## src/rtl/ram_arbiter_pkg.sv

```systemverilog
// Shared encodings for the ram_2 port arbiter: FSM states, requester ids and
// the access-type codes understood by ram_2.
package ram_arbiter_pkg;

    typedef enum logic [1:0] {
        ARB_IDLE  = 2'd0,
        ARB_ISSUE = 2'd1,
        ARB_RESP  = 2'd2
    } arb_state_e;

    localparam logic ARB_CORE = 1'b0;
    localparam logic ARB_EXT  = 1'b1;

    localparam int RAM_TW = 4;
    localparam logic [RAM_TW-1:0] RAM_TYPE_BYTE = 4'd0;
    localparam logic [RAM_TW-1:0] RAM_TYPE_HALF = 4'd1;
    localparam logic [RAM_TW-1:0] RAM_TYPE_WORD = 4'd2;

endpackage

```

## src/rtl/arb_pick2.sv

```systemverilog
// Combinational two-way winner select. Fixed core priority by default;
// round-robin on ties when RAM_ARB_RR_EN is defined.
module arb_pick2
    import ram_arbiter_pkg::*;
(
    input  logic req0_i,
    input  logic req1_i,
    input  logic last_winner_i,
    output logic any_o,
    output logic winner_o
);

    always_comb begin
        any_o    = req0_i | req1_i;
        winner_o = ARB_CORE;
        if (req0_i && req1_i) begin
`ifdef RAM_ARB_RR_EN
            winner_o = ~last_winner_i;
`else
            winner_o = ARB_CORE;
`endif
        end else if (req1_i) begin
            winner_o = ARB_EXT;
        end
    end

`ifndef RAM_ARB_RR_EN
    logic unused_last_winner;
    assign unused_last_winner = last_winner_i;
`endif

endmodule

```

## src/rtl/ram_arbiter.sv

```systemverilog
// Shares the single ram_2 port between the core load/store path and the
// external loader port via an IDLE/ISSUE/RESP sequence. RAM_ARB_RR_EN selects
// round-robin tie breaking instead of fixed core priority.
module ram_arbiter
    import ram_arbiter_pkg::*;
#(
    parameter int AW = 32,
    parameter int DW = 32,
    parameter int TW = 4
) (
    input  logic          clk,
    input  logic          rst,

    input  logic          core_req,
    input  logic          core_we,
    input  logic [TW-1:0] core_type,
    input  logic          core_sign,
    input  logic [AW-1:0] core_addr,
    input  logic [DW-1:0] core_wdata,
    output logic          core_gnt,
    output logic          core_rvalid,
    output logic [DW-1:0] core_rdata,
    output logic          core_err,
    output logic          core_stall,

    input  logic          ext_req,
    input  logic          ext_we,
    input  logic [TW-1:0] ext_type,
    input  logic          ext_sign,
    input  logic [AW-1:0] ext_addr,
    input  logic [DW-1:0] ext_wdata,
    output logic          ext_gnt,
    output logic          ext_rvalid,
    output logic [DW-1:0] ext_rdata,
    output logic          ext_err,

    output logic          ram_write_en,
    output logic          ram_read_en,
    output logic [TW-1:0] ram_type,
    output logic          ram_sign,
    output logic [AW-1:0] ram_addr,
    output logic [DW-1:0] ram_wdata,
    input  logic [DW-1:0] ram_rdata,
    input  logic          ram_misaligned
);

    arb_state_e    state_q;
    logic          owner_q;
    logic          we_q;
    logic [TW-1:0] type_q;
    logic          sign_q;
    logic [AW-1:0] addr_q;
    logic [DW-1:0] wdata_q;
    logic          err_q;

    logic          pick_any;
    logic          pick_win;
    logic          last_winner;

    logic          sel_we;
    logic [TW-1:0] sel_type;
    logic          sel_sign;
    logic [AW-1:0] sel_addr;
    logic [DW-1:0] sel_wdata;

    logic          issue_cyc;
    logic          resp_cyc;
    logic [DW-1:0] resp_data;

    arb_pick2 u_pick (
        .req0_i        (core_req),
        .req1_i        (ext_req),
        .last_winner_i (last_winner),
        .any_o         (pick_any),
        .winner_o      (pick_win)
    );

`ifdef RAM_ARB_RR_EN
    logic last_winner_q;

    // Reset to ext so the core wins the first tie.
    always_ff @(posedge clk) begin
        if (rst) begin
            last_winner_q <= ARB_EXT;
        end else if (state_q == ARB_ISSUE) begin
            last_winner_q <= owner_q;
        end
    end

    assign last_winner = last_winner_q;
`else
    assign last_winner = ARB_EXT;
`endif

    // NOTE: every variable written here gets a default first, so no path can infer a latch.
    always_comb begin
        sel_we    = core_we;
        sel_type  = core_type;
        sel_sign  = core_sign;
        sel_addr  = core_addr;
        sel_wdata = core_wdata;
        if (pick_win == ARB_EXT) begin
            sel_we    = ext_we;
            sel_type  = ext_type;
            sel_sign  = ext_sign;
            sel_addr  = ext_addr;
            sel_wdata = ext_wdata;
        end
    end

    // NOTE: sequential state uses non-blocking assignments only, so every register samples pre-edge values.
    always_ff @(posedge clk) begin
        if (rst) begin
            state_q <= ARB_IDLE;
            owner_q <= ARB_CORE;
            we_q    <= 1'b0;
            type_q  <= '0;
            sign_q  <= 1'b0;
            addr_q  <= '0;
            wdata_q <= '0;
            err_q   <= 1'b0;
        end else begin
            unique case (state_q)
                ARB_IDLE, ARB_RESP: begin
                    if (pick_any) begin
                        owner_q <= pick_win;
                        we_q    <= sel_we;
                        type_q  <= sel_type;
                        sign_q  <= sel_sign;
                        addr_q  <= sel_addr;
                        wdata_q <= sel_wdata;
                        state_q <= ARB_ISSUE;
                    end else begin
                        state_q <= ARB_IDLE;
                    end
                end
                ARB_ISSUE: begin
                    err_q   <= ram_misaligned;
                    state_q <= ARB_RESP;
                end
                default: state_q <= ARB_IDLE;
            endcase
        end
    end

    // A reset cycle aborts whatever phase is in flight, so outputs are masked by rst.
    assign issue_cyc = (state_q == ARB_ISSUE) && !rst;
    assign resp_cyc  = (state_q == ARB_RESP) && !rst;
    assign resp_data = (!we_q && !err_q) ? ram_rdata : '0;

    always_comb begin
        core_gnt     = 1'b0;
        core_rvalid  = 1'b0;
        core_rdata   = '0;
        core_err     = 1'b0;
        ext_gnt      = 1'b0;
        ext_rvalid   = 1'b0;
        ext_rdata    = '0;
        ext_err      = 1'b0;
        ram_write_en = 1'b0;
        ram_read_en  = 1'b0;
        ram_type     = '0;
        ram_sign     = 1'b0;
        ram_addr     = '0;
        ram_wdata    = '0;
        if (issue_cyc) begin
            ram_read_en  = ~we_q;
            ram_write_en = we_q & ~ram_misaligned;
            ram_type     = type_q;
            ram_sign     = sign_q;
            ram_addr     = addr_q;
            ram_wdata    = wdata_q;
            core_gnt     = (owner_q == ARB_CORE);
            ext_gnt      = (owner_q == ARB_EXT);
        end
        if (resp_cyc) begin
            if (owner_q == ARB_CORE) begin
                core_rvalid = 1'b1;
                core_rdata  = resp_data;
                core_err    = err_q;
            end else begin
                ext_rvalid  = 1'b1;
                ext_rdata   = resp_data;
                ext_err     = err_q;
            end
        end
    end

    assign core_stall = core_req & ~core_rvalid;

endmodule

```

## config.mk

```make
export PLATFORM = sky130hd
export DESIGN_NAME = ram_arbiter
export DESIGN_NICKNAME = d
export VERILOG_FILES = /design/src/rtl/ram_arbiter_pkg.sv /design/src/rtl/arb_pick2.sv /design/src/rtl/ram_arbiter.sv
export SDC_FILE = /design/constraint.sdc
export NUM_CORES = 1
export LEC_CHECK = 0
export ABC_AREA = 0
export BUFFER_PORTS_ARGS = -buffer_cell sky130_fd_sc_hd__buf_2
export CAP_MARGIN = 20
export CORE_AREA = 2 2 124 126
export DETAILED_ROUTE_END_ITERATION = 8
export DIE_AREA = 0 0 126 128
export SYNTH_ARGS = -nofsm -noshare
export SYNTH_HDL_FRONTEND = slang
export SYNTH_SLANG_ARGS = --single-unit
```

## constraint.sdc

```tcl
create_clock -name clk -period 2.1 [get_ports clk]
set_input_delay 0.42 -clock clk [delete_from_list [all_inputs] [get_ports clk]]
set_output_delay 0.42 -clock clk [all_outputs]
set_load 0.02 [all_outputs]
```

==> run summary <==
==========================================================================================
Number of buffers created by CTS ............................................            9
Setup repair after global routing missed its margin .........................          yes
Longest Clk Path Bufs .......................................................            2
Tcrit/Tclk final ............................................................        98.0%
Max_slew headroom ...........................................................        63.6%
TritonCTS Sinks .............................................................           74
Final wirelength ............................................................ 16,500 microns
Core area ................................................................... 14,900 sq um
Final routed wire length divided by cell count .............................. 15.7 microns
Crit path max fanout ........................................................           10
Total met3 wirelength after detailed routing ................................ 1040 microns
Initial antenna violation count .............................................            1
H-Tree Level Count ..........................................................            3
Number of non-filler instances in the completed layout ......................        1,053
Dominant combinational cell family by area after synthesis .................. simple AND/OR/NAND/NOR gates
GP Congestion ...............................................................        0.777
Mean area per synthesized cell ..............................................   7.41 sq um
DIE AREA .................................................................... 16,100 sq um
Root buffer cell ............................................................ sky130_fd_sc_hd__clkbuf_16
Final-stage net count .......................................................        1,039
Signal arrival time at the worst endpoint ...................................      1.64 ns
Synth area leader ........................................................... sky130_fd_sc_hd__dfxtp_1
Number of diodes added for antenna fixing ...................................            0
Leak ........................................................................      3.54 nW
Final routed DRC violation total ............................................            0
Final slew viol count .......................................................            0
Largest stage delay on the critical path ....................................      0.32 ns
Achievable clock frequency ..................................................      486 MHz
Number of nets with antenna violations after routing ........................            0
Overall fraction of global-route tracks in use ..............................        18.8%
VDD IR max ..................................................................     0.333 mV
Hold Path Stages ............................................................            3
Xor/xnor share of the synthesized area ......................................           0%
First-pass GRT wire length .................................................. 24,200 microns
Net count of the mapped netlist .............................................          745
Via count of the first global-routing pass ..................................        4,610
Max-capacitance violation count .............................................            0
Ordered list of cells on the worst path ..................................... nand2b_4, or2_4, clkinv_8, clkbuf_16, and2_1, buf_4
Syn. warnings ...............................................................            0
Router iterations before antenna repair .....................................            4
Run status .................................................................. finished clean
Complex-gate fraction of the synthesized area ...............................        21.5%
Setup total negative slack ..................................................         0 ns
Wire length on met2 ......................................................... 8220 microns
Area added between synthesis and finish .....................................        58.7%
Setup crit end kind .........................................................   output pin
Global route overflow .......................................................            0
Die height ..................................................................  128 microns
Die extent in x .............................................................  126 microns
Commonest non-fill, non-tap cells in the layout ............................. sky130_fd_sc_hd__buf_2 (253), sky130_fd_sc_hd__nor2_1 (74), sky130_fd_sc_hd__nand2_1 (71), sky130_fd_sc_hd__dfxtp_1 (71)
Fraction of final layout cells with drive strength greater than 1 ...........        43.8%
Length in cells of the worst reg-to-reg path ................................            5
Starting density of the core ................................................        28.3%
Number of buffers added to fix hold violations after cts ....................            0
Power Density ...............................................................  606 nW/um^2
Sequential element share of the synthesized area ............................        35.2%
Largest clock skew in the final design ......................................   0.00624 ns
Maximum number of pins on one net before global-route repair ................           65
Area contributors post-synth ................................................ sky130_fd_sc_hd__dfxtp_1 (35%), sky130_fd_sc_hd__a211oi_1 (12%), sky130_fd_sc_hd__and2_1 (11%)
Number of cells in the design after placement ...............................        1,031
Data required time at the worst endpoint ....................................      1.68 ns
Clock tree from TritonCTS ...................................................          yes
# IOs .......................................................................          319
Final hold vios .............................................................            0
Dpl hpwl .................................................................... 11,300 microns
PortBufs ....................................................................          318
Rows ........................................................................           45
Actual slew at the worst max-slew pin .......................................     0.546 ns
Clock slew at the register clock pins of the worst setup and hold paths .....      0.06 ns
Worst hold path endpoint ....................................................    addr_q[4]
Share of synthesized cell area in and, or, nand and nor gates ...............        35.1%
Startpoint of the lowest-slack register-to-register path ....................   state_q[0]
Worst reg-to-reg setup slack ................................................      0.58 ns
Most common library cell in the layout ignoring fill and taps ............... sky130_fd_sc_hd__buf_2
Top Layer Used ..............................................................         met4
Post-synthesis instance total ...............................................          568
Number of flip-flops and latches in the synthesized netlist .................           74
Fillers .....................................................................        1,590
Tightest Hold Check Type ....................................................    in -> reg
Clock latency on the worst-skew pair ........................................      0.34 ns
Post-route met1 wirelength .................................................. 6940 microns
Critical path startpoint category ...........................................         flop
Fraction of post-synthesis cell area in the top cell type by area ...........        35.2%
Kind of critical path .......................................................   reg -> out
Hold path startpoint ........................................................  ext_addr[4]
Routed vias .................................................................        5,026
Proportion of synthesized area in mux cells .................................       0.238%
Vias per Instance ...........................................................         4.77
Critical register-to-register path endpoint .................................  wdata_q[14]
Post-route minimum period ...................................................      2.06 ns
Synthesized cell area .......................................................   4210 sq um
Setup violation total in the final timing report ............................            0
Worst-path cell with the longest stage delay ................................ sky130_fd_sc_hd__dfxtp_2
Share of synthesized cell area in full adder, half adder and majority cells .           0%
Netlist cell types ..........................................................           23
Iteration-0 DRC Markers .....................................................          236
==========================================================================================
[synthesized netlist by cell type (all sizes together)]
| cell type | instances |
|---|---|
| a311oi | 1 |
| and2 | 72 |
| nor4b | 1 |
| buf | 40 |
| nor3b | 1 |
| nand2b | 2 |
| dfxtp | 74 |
| clkbuf | 18 |
| mux2i | 1 |
| and3 | 64 |
| a21oi | 70 |
| or2 | 1 |
| and4bb | 1 |
| nor2 | 75 |
| nand2 | 71 |
| o21bai | 1 |
| o21ba | 1 |
| a211oi | 70 |
| inv | 2 |
| nor2b | 2 |
[worst max-delay path, delay by kind of cell, from the launching register on]
kind / cells / cell delay (ns)
buf+inv: 3 / 0.42
flops: 1 / 0.32
simple gates: 3 / 0.56
[kinds of logic after synthesis]
family / Yosys count
buffers and inverters: 60
AO/OA/AOI/OAI: 143
multiplexers: 1
AND/OR/NAND/NOR: 290
flip-flops: 74
[area by class of cell]
| cell class | count | area (sq um) | area share (%) |
|---|---|---|---|
| clock buffer | 9 | 225 | 3.37 |
| inverter | 2 | 20.0 | 0.299 |
| clock inverter | 5 | 56.3 | 0.842 |
| multi-input combinational | 434 | 2450 | 36.6 |
| sequential | 74 | 1490 | 22.3 |
| timing repair buffer | 341 | 2210 | 33.1 |
| tap | 188 | 235 | 3.52 |
[power breakdown]
group | total, mW | switching [mW] | leakage, nW | internal (mW)
combinational | 0.909 | 0.493 | 2.79 | 0.416
clock | 1.52 | 0.615 | 0.138 | 0.906
sequential | 1.62 | 0.0785 | 0.617 | 1.54
[routing by layer]
metal,up-vias,GRT usage (%)
met3,21,4.09
met1,2285,22.3
met4,0,7.43
li1,2530,-
met5,-,0
met2,190,32.9
[sequential cells by signal, summed over array words and instances, names as in the netlist]
name and cells:
addr_q 32, wdata_q 32, type_q 4, state_q 2, err_q 1, owner_q 1
sign_q 1, we_q 1
[how the worst max path moves through the flow]
stage                          start             to  slack [ns]
after floorplan           state_q[0]   ram_write_en        0.39
after global placement           rst   ram_wdata[9]        0.15
after detailed placement         rst   ram_wdata[9]        0.18
after CTS                 state_q[1]  ram_wdata[12]      -0.002
after global routing      state_q[1]    ram_addr[7]       -0.03
final                     state_q[1]  ram_wdata[26]        0.04
[repair_timing]
item,in CTS,in global routing
gates resized for setup,46,65
gates cloned,1,5
buffers inserted,0,2
setup endpoints to repair,70,54
endpoints found under the hold margin,0,0
pin swaps,0,1
[through the flow]
stage / cell area [sq um] / util [%] / hold slack [ns] / power, mW / setup slack (ns)
after CTS: 6360 / 42.8 / 0.302 / 4.04 / -0.00221
after detailed placement: 5940 / 40.0 / 0.487 / 2.49 / 0.181
after global routing: 6690 / 45.0 / 0.311 / 4.25 / -0.0316
after floorplan: 4210 / - / 0.472 / 2.14 / 0.387
after global placement: 5940 / 40.0 / 0.483 / 2.48 / 0.153
final: 6690 / 45.0 / 0.317 / 4.05 / 0.0415
(Power assumes the default switching activity.)
